**src/rtl/instruction_loader.sv**
```systemverilog
// Byte-serial instruction loader: accepts 32-bit words over valid/ready and writes them
// big-endian, one byte per cycle, into the byte-wide instruction memory write port.
module instruction_loader #(
  parameter int unsigned ADDR_WIDTH = 6,
  parameter int unsigned BASE_ADDR  = 0
) (
  input  logic                  clk,
  input  logic                  rst_n,
  input  logic                  start,
  input  logic                  inValid,
  output logic                  inReady,
  input  logic [31:0]           inInstruction,
  input  logic                  inLast,
  output logic                  memWriteEnable,
  output logic [ADDR_WIDTH-1:0] memAddress,
  output logic [7:0]            memWriteData,
  output logic                  busy,
  output logic                  done,
  output logic                  overflow,
  output logic [ADDR_WIDTH-2:0] wordCount
);

  localparam int unsigned CntW = ADDR_WIDTH - 1;
  localparam logic [ADDR_WIDTH-1:0] BaseAddr = ADDR_WIDTH'(BASE_ADDR);
  // Base address of the final word slot (depth - 4); reaching it without inLast overflows.
  localparam logic [ADDR_WIDTH-1:0] LastSlot = {ADDR_WIDTH{1'b1}} - ADDR_WIDTH'(3);

  typedef enum logic [1:0] {StIdle, StLoad, StWrite, StDone} state_e;

  state_e                state_q, state_d;
  logic [ADDR_WIDTH-1:0] ptr_q, ptr_d;
  logic [1:0]            idx_q, idx_d;
  logic [31:0]           word_q, word_d;
  logic                  last_q, last_d;
  logic [CntW-1:0]       count_q, count_d;
  logic                  done_q, done_d;
  logic                  ovf_q, ovf_d;

  // Registered outputs, computed from the next state so they line up with it.
  logic                  ready_q, ready_d;
  logic                  busy_q, busy_d;
  logic                  we_q, we_d;
  logic [ADDR_WIDTH-1:0] addr_q, addr_d;
  logic [7:0]            data_q, data_d;

  always_comb begin
    state_d = state_q;
    ptr_d   = ptr_q;
    idx_d   = idx_q;
    word_d  = word_q;
    last_d  = last_q;
    count_d = count_q;
    done_d  = done_q;
    ovf_d   = ovf_q;

    if (start) begin
      state_d = StLoad;
      ptr_d   = BaseAddr;
      idx_d   = 2'd0;
      count_d = '0;
      done_d  = 1'b0;
      ovf_d   = 1'b0;
    end else begin
      unique case (state_q)
        StIdle: begin
        end
        StLoad: begin
          if (inValid && ready_q) begin
            word_d  = inInstruction;
            last_d  = inLast;
            idx_d   = 2'd0;
            state_d = StWrite;
          end
        end
        StWrite: begin
          if (idx_q == 2'd3) begin
            idx_d   = 2'd0;
            count_d = count_q + CntW'(1);
            if (last_q) begin
              state_d = StDone;
              done_d  = 1'b1;
            end else if (ptr_q == LastSlot) begin
              state_d = StDone;
              done_d  = 1'b1;
              ovf_d   = 1'b1;
            end else begin
              ptr_d   = ptr_q + ADDR_WIDTH'(4);
              state_d = StLoad;
            end
          end else begin
            idx_d = idx_q + 2'd1;
          end
        end
        StDone: begin
        end
        default: state_d = StIdle;
      endcase
    end
  end

  always_comb begin
    ready_d = (state_d == StLoad);
    busy_d  = (state_d == StLoad) || (state_d == StWrite);
    we_d    = (state_d == StWrite);
    addr_d  = '0;
    data_d  = '0;
    if (we_d) begin
      addr_d = ptr_d + {{(ADDR_WIDTH-2){1'b0}}, idx_d};
      unique case (idx_d)
        2'd0: data_d = word_d[31:24];
        2'd1: data_d = word_d[23:16];
        2'd2: data_d = word_d[15:8];
        2'd3: data_d = word_d[7:0];
        default: data_d = '0;
      endcase
    end
  end

  always_ff @(posedge clk or negedge rst_n) begin
    if (!rst_n) begin
      state_q <= StIdle;
      ptr_q   <= BaseAddr;
      idx_q   <= 2'd0;
      word_q  <= '0;
      last_q  <= 1'b0;
      count_q <= '0;
      done_q  <= 1'b0;
      ovf_q   <= 1'b0;
      ready_q <= 1'b0;
      busy_q  <= 1'b0;
      we_q    <= 1'b0;
      addr_q  <= '0;
      data_q  <= '0;
    end else begin
      state_q <= state_d;
      ptr_q   <= ptr_d;
      idx_q   <= idx_d;
      word_q  <= word_d;
      last_q  <= last_d;
      count_q <= count_d;
      done_q  <= done_d;
      ovf_q   <= ovf_d;
      ready_q <= ready_d;
      busy_q  <= busy_d;
      we_q    <= we_d;
      addr_q  <= addr_d;
      data_q  <= data_d;
    end
  end

  assign inReady        = ready_q;
  assign busy           = busy_q;
  assign memWriteEnable = we_q;
  assign memAddress     = addr_q;
  assign memWriteData   = data_q;
  assign done           = done_q;
  assign overflow       = ovf_q;
  assign wordCount      = count_q;

endmodule

```
**config.mk**
```make
export PLATFORM = sky130hd
export DESIGN_NAME = instruction_loader
export DESIGN_NICKNAME = d
export VERILOG_FILES = /design/src/rtl/instruction_loader.sv
export SDC_FILE = /design/constraint.sdc
export NUM_CORES = 1
export LEC_CHECK = 0
export BUFFER_PORTS_ARGS = -buffer_cell sky130_fd_sc_hd__buf_2
export CORE_ASPECT_RATIO = 1.75
export CORE_MARGIN = 2
export CORE_UTILIZATION = 43
export CTS_CLUSTER_DIAMETER = 60
export DETAILED_ROUTE_END_ITERATION = 7
export PLACE_DENSITY = 0.62
export SETUP_SLACK_MARGIN = 0.5
export SLEW_MARGIN = 20
export SYNTH_ARGS = -nofsm -noshare
export SYNTH_HDL_FRONTEND = slang
export SYNTH_SLANG_ARGS = --single-unit
```
**constraint.sdc**
```tcl
create_clock -name clk -period 3.1 [get_ports clk]
set_clock_uncertainty 0.15 [all_clocks]
set_input_delay 0.155 -clock clk [delete_from_list [all_inputs] [get_ports clk]]
set_output_delay 0.155 -clock clk [all_outputs]
set_load 0.05 [all_outputs]
```
== After elaboration in Yosys (flattened, before gate mapping) ==
Cells that the tools add are included.

* Logic and storage cells: 72
* Input port bits: 37
* Output and inout bits: 24
* Register bits after elaboration: 67

* Reductions and logical operators: 11
* Mux-type cells: 33
* Add/sub/neg operators: 4
* Bitwise gates (word level): 1
* Equality and inequality tests: 10

{| class="wikitable"
|+ Operators by type and width
! operator !! count
|-
| 2-to-1 mux 32 bit || 3
|-
| 2-to-1 mux 6 bit || 6
|-
| case mux 8 bit (4 select lines) || 1
|-
| 2-to-1 mux 2 bit || 8
|-
| 2-to-1 mux 5 bit || 3
|-
| == test 2 bit (second input constant) || 5
|-
| 2-to-1 mux 1 bit || 9
|-
| 2-to-1 mux 8 bit || 1
|-
| case mux 2 bit (2 select lines) || 2
|-
| adder 6 x 2 -> 6 bit || 1
|-
| adder 6 x 3 -> 6 bit (second input constant) || 1
|-
| == test 2 x 1 -> 1 bit (second input constant) || 3
|-
| == test 6 bit (second input constant) || 1
|-
| AND reduction 3 bit || 2
|-
| nonzero test 2 bit || 3
|-
| adder 5 x 1 -> 5 bit (second input constant) || 1
|-
| AND reduction 4 bit || 1
|-
| nonzero test 3 bit || 1
|-
| adder 2 x 1 -> 2 bit (second input constant) || 1
|-
| logical NOT 2 bit || 1
|-
| inequality test 2 bit (second input constant) || 1
|-
| AND reduction 2 bit || 1
|-
| logical AND 1 bit || 1
|-
| logical OR 1 bit || 1
|-
| NOT 1 bit || 1
|}

== Depth between registers and ports, before layout ==
* Depth in word-level cells: 8
* Mapped depth: 13
* Depth with buffers taken out: 12

== Least setup slack after synthesis ==
No wires, ideal clock.

* Path type: register to register
* Start: register ready_q, in the netlist inReady
* End: register addr_q[3], in the netlist memAddress[3]
* Buffers on the path: 1
* Slack: 0.342 ns
* Library setup time: 0.123 ns
* Arrival time: 2.485 ns
* Clock period less this slack: 2.758 ns
* Stages on the path, launching flop included: 12
* Cells stage by stage: dfrtp_1 > a21boi_1 > a221o_2 > buf_6 > nand2_4 > inv_1 > ha_1 > a21oi_1 > nor3_1 > mux2i_1 > xor2_1 > nor2_1

* Word-level cells in the longest chain between the ends: 6

{| class="wikitable"
|+ Ends and longest elaborated chain
! what !! RTL line !! source
|-
| start, declared || 40 || <nowiki>logic ready_q, ready_d;</nowiki>
|-
| start signal, assigned || 143 || <nowiki>ready_q <= ready_d;</nowiki>
|-
| logical AND 1 bit || 68 || <nowiki>if (inValid && ready_q) begin</nowiki>
|-
| 2-to-1 mux 2 bit || 68 ||
|-
| case mux 2 bit (2 select lines) || 64 || <nowiki>unique case (state_q)</nowiki>
|-
| 2-to-1 mux 2 bit || 56 || <nowiki>if (start) begin</nowiki>
|-
| net idx_d[1] || 32 || <nowiki>logic [1:0] idx_q, idx_d;</nowiki>
|-
| adder 6 x 2 -> 6 bit || 108 || <nowiki>addr_d = ptr_d + {{(ADDR_WIDTH-2){1'b0}}, idx_d};</nowiki>
|-
| 2-to-1 mux 6 bit || 107 || <nowiki>if (we_d) begin</nowiki>
|-
| net addr_d[3] || 43 || <nowiki>logic [ADDR_WIDTH-1:0] addr_q, addr_d;</nowiki>
|-
| end signal, assigned || 146 || <nowiki>addr_q <= addr_d;</nowiki>
|-
| end, declared || 43 ||
|}

The timed path passes the listed nets, and every way through them passes these cells.
A chain may end at the register's enable or synchronous reset.

== Worst setup path in the final report ==
* Start: register state_q[1]
* End: register addr_q[4], in the netlist memAddress[4]

* Word-level cells in the longest chain between the ends: 5

{| class="wikitable"
|+ Ends and longest elaborated chain
! what !! RTL line !! source
|-
| start, declared || 30 || <nowiki>state_e state_q, state_d;</nowiki>
|-
| start signal, assigned || 121 || <nowiki>state_q <= StIdle;</nowiki>
|-
| start signal, assigned || 135 || <nowiki>state_q <= state_d;</nowiki>
|-
| == test 2 bit / == test 2 x 1 -> 1 bit (equally long branches) || 64 ||
|-
| case mux 2 bit (2 select lines) (*) || 64 ||
|-
| 2-to-1 mux 2 bit (*) || 56 ||
|-
| net idx_d[0] || 32 ||
|-
| adder 6 x 2 -> 6 bit (*) || 108 ||
|-
| 2-to-1 mux 6 bit (*) || 107 ||
|-
| net addr_d[4] || 43 ||
|}

The timed path passes the listed nets; every way through them passes the cells marked *.

==> metrics.cfg <==
[synthesis]
synth_top_area_share_pct = 53.9
syn_area_mm2 = 0.00311
synth_ff_type = dfrtp_1
synth_edf_count = 0
yosysTopAreaCell = dfrtp_1
synth_seq_area_share_pct = 53.9
syn_avg_cell_area_um2 = 12.4
synth_nets = 298
synth_cells = 251
synth_cell_types = 56
postSynth.asyncResetShare_pct = 100
synth-seq-cells = 67
yosysWarnings = 0
synthTopCellsByArea = dfrtp_1, mux2_2, ha_1

[setup_path]
slowest_stage = dfrtp_1
required_ps = 3190
criticalPathCategory = flop to flop
cp-start-kind = flop
worstSetupEndpointType = flop
cp_common_cell = ha_4
path_cells = inv_2 > ha_4 > a21boi_4 > or2_4 > a31oi_4 > inv_4 > ha_4 > fa_2 > a21o_1 > a211oi_2
critical_path.top_delay_family = adder cells
path_buf_inv = 2
critPathMaxStageDelay_ps = 420
critPathMaxFanout = 7
crit_arrival_ps = 2600

[die]
initial_core_util_pct = 43.6
io_pins = 61
rows = 41
core-area_mm2 = 0.00713
die_y_um = 117
die_area_mm2 = 0.00796
die_x_um = 68.3

[sta]
drv_slew = 0
hold_viol = 0
whs_ps = 204
setup_viol = 0
rsz0062_at_grt = yes
slew_headroom_pct = 50.3
fmax_mhz = 399
worstMarginPinSlew_ps = 746
setup_ws_ps = 593
fin_tns_setup_ps = 0
fin_crit_sh_pct = 80.9
fin_crit_ps = 2510

[clock_network]
clock_path_buffers = 2
clk_pin_slew_ps = 50
cts_buffers = 9
htreeDepth = 3
cts_sinks = 67
insertion_delay_ps = 330
cts_root_buffer = clkbuf_16
cts_tree = built

[global_routing]
grt_usage_pct = 19.8
grt_max_degree = 45
busiest_layer = met2
grt_pass1_wl_mm = 11.3
use_met2_pct = 35.7
antenna_found_initial = 0
overflow = 0
grt_pass1_vias = 2418
met3_usage_pct = 4.82
use_met1_pct = 20.2

[placement]
pre_cts_slack_ps = 339
dp_hpwl_mm = 4.94
gp_congestion = 0.794
io_buffers = 60
placed_cells = 395

[drt]
drc = 0
wl_per_cell_um = 15.8
drt_iter0_markers = 83
via_per_inst = 5.17
ant_nets = 0
routed_wl_mm = 7.17
num_vias = 2351
drtPass1Iterations = 5

[finish]
multi_input_area_mm2 = 0.00144
nNetsFinal = 412
fillers = 611
diodes = 0
syn_to_final_growth_pct = 39.4
layout-drive-gt1-share_pct = 42.5
seq_area_mm2 = 0.00168
fin_cells = 455

[job]
max-cap-violations = 0

[power_and_ir_drop]
p_per_area_mw_per_mm2 = 659
power.leakage_nw = 2.07
vdd_ir_drop_max_v = 0.000307

[status]
status = finished, final reports clean

[worst_hold_path]
hold_class = input pin to async pin

-- metrics by stage --
stage	area, um^2	util, %	power, W
2_1_floorplan	3130	-	0.00165
3_3_place_gp	3530	49.4	0.00182
3_5_place_dp	3530	49.4	0.00184
4_1_cts	4200	58.9	0.00284
5_1_grt	4340	60.9	0.00301
6_report	4340	60.9	0.00286
-- cell usage after synthesis (2+ instances only) --
master / n
buf_6: 4
dfrtp_1: 67
or3_1: 2
clkbuf_1: 2
inv_1: 8
o21ai_0: 10
nor2_1: 14
nand4_1: 4
nor2b_1: 3
xor2_1: 4
nand2_1: 20
and2_1: 5
xnor2_1: 2
a311oi_1: 2
nand2b_1: 2
a21oi_1: 6
nand3_1: 3
nor3_1: 4
ha_1: 9
o21a_1: 6
o221a_2: 5
mux2_2: 31
mux2i_1: 5
-- what timing repair did --
action,4_1_cts,5_1_grt
hold endpoints to repair,57,0
buffers inserted,4,6
hold buffers,35,0
pin swaps,2,7
resized for setup,4,21
setup endpoints to repair,5,14
-- worst register-to-register path, cell delays in order, from the launching register on --
cell and delay [ps]:
dfrtp_1 420, inv_2 60, ha_4 160, a21boi_4 140, or2_4 250, a31oi_4 200
inv_4 90, ha_4 190, fa_2 390, a21o_1 180, a211oi_2 190
-- state kept, by name, summed over array words and instances, names as in the netlist --
register	count
idx_q	2
memWriteEnable	1
busy	1
word_q	32
state_q	2
wordCount	5
memWriteData	8
inReady	1
last_q	1
memAddress	6
ptr_q	6
overflow	1
done	1
-- per-layer routing --
layer	part of all wire [%]	up-vias
li1	-	1117
met4	3.4	0
met2	54	61
met1	38	1156
met3	4.0	17
met5	0	-
-- cell type report --
| cell class | instances | share of cell area [%] |
|---|---|---|
| Clock buffer | 12 | 5.45 |
| Timing Repair Buffer | 112 | 18.2 |
| Sequential cell | 67 | 38.7 |
| Multi-Input combinational cell | 165 | 33.2 |
| Inverter | 10 | 1.04 |
| Tap cell | 86 | 2.48 |
| Clock inverter | 3 | 0.923 |
-- power breakdown --
part           total (W)  internal [W]  leakage [nW]  switching, W
logic           0.000722      0.000355          1.08      0.000367
clock network   0.000956      0.000615         0.136      0.000341
registers        0.00118       0.00111         0.854     0.0000692
-- path summary, 6_finish.rpt --
path                            endpoint  depth (start not counted)  startpoint  slack, ps
setup / recovery           memAddress[4]                         10  state_q[1]        590
min in group clk                overflow                          2    overflow        340
max in group asynchronous       idx_q[0]                          3       rst_n       1980
hold / removal                word_q[21]                          2       rst_n        200
hold reg to reg                 overflow                          2    overflow        340
setup reg to reg           memAddress[4]                         10  state_q[1]        590
-- cells by family after synthesis --
logic type	after synthesis	synth area share, %
AOI/OAI and AO/OA	43	10.9
buffers and inverters	19	3.74
muxes	38	13.7
xor gates and xnor gates	6	1.69
adders and majority gates	10	4.26
DFF	67	53.9
and+or+nand+nor	68	11.9
-- layout by cell type (no fill, tap or decap), drive strengths merged, types with 4 or more instances in the layout --
cell type / count
dfrtp: 67
mux2: 33
nor3: 4
ha: 9
buf: 77
and2: 5
nor2: 14
dlygate4sd3: 35
clkbuf: 12
nand4: 4
a21oi: 7
o21ai: 10
o221a: 5
inv: 9
o21a: 6
mux2i: 5
xor2: 4
nand2: 21
(Power assumes the default switching activity.)
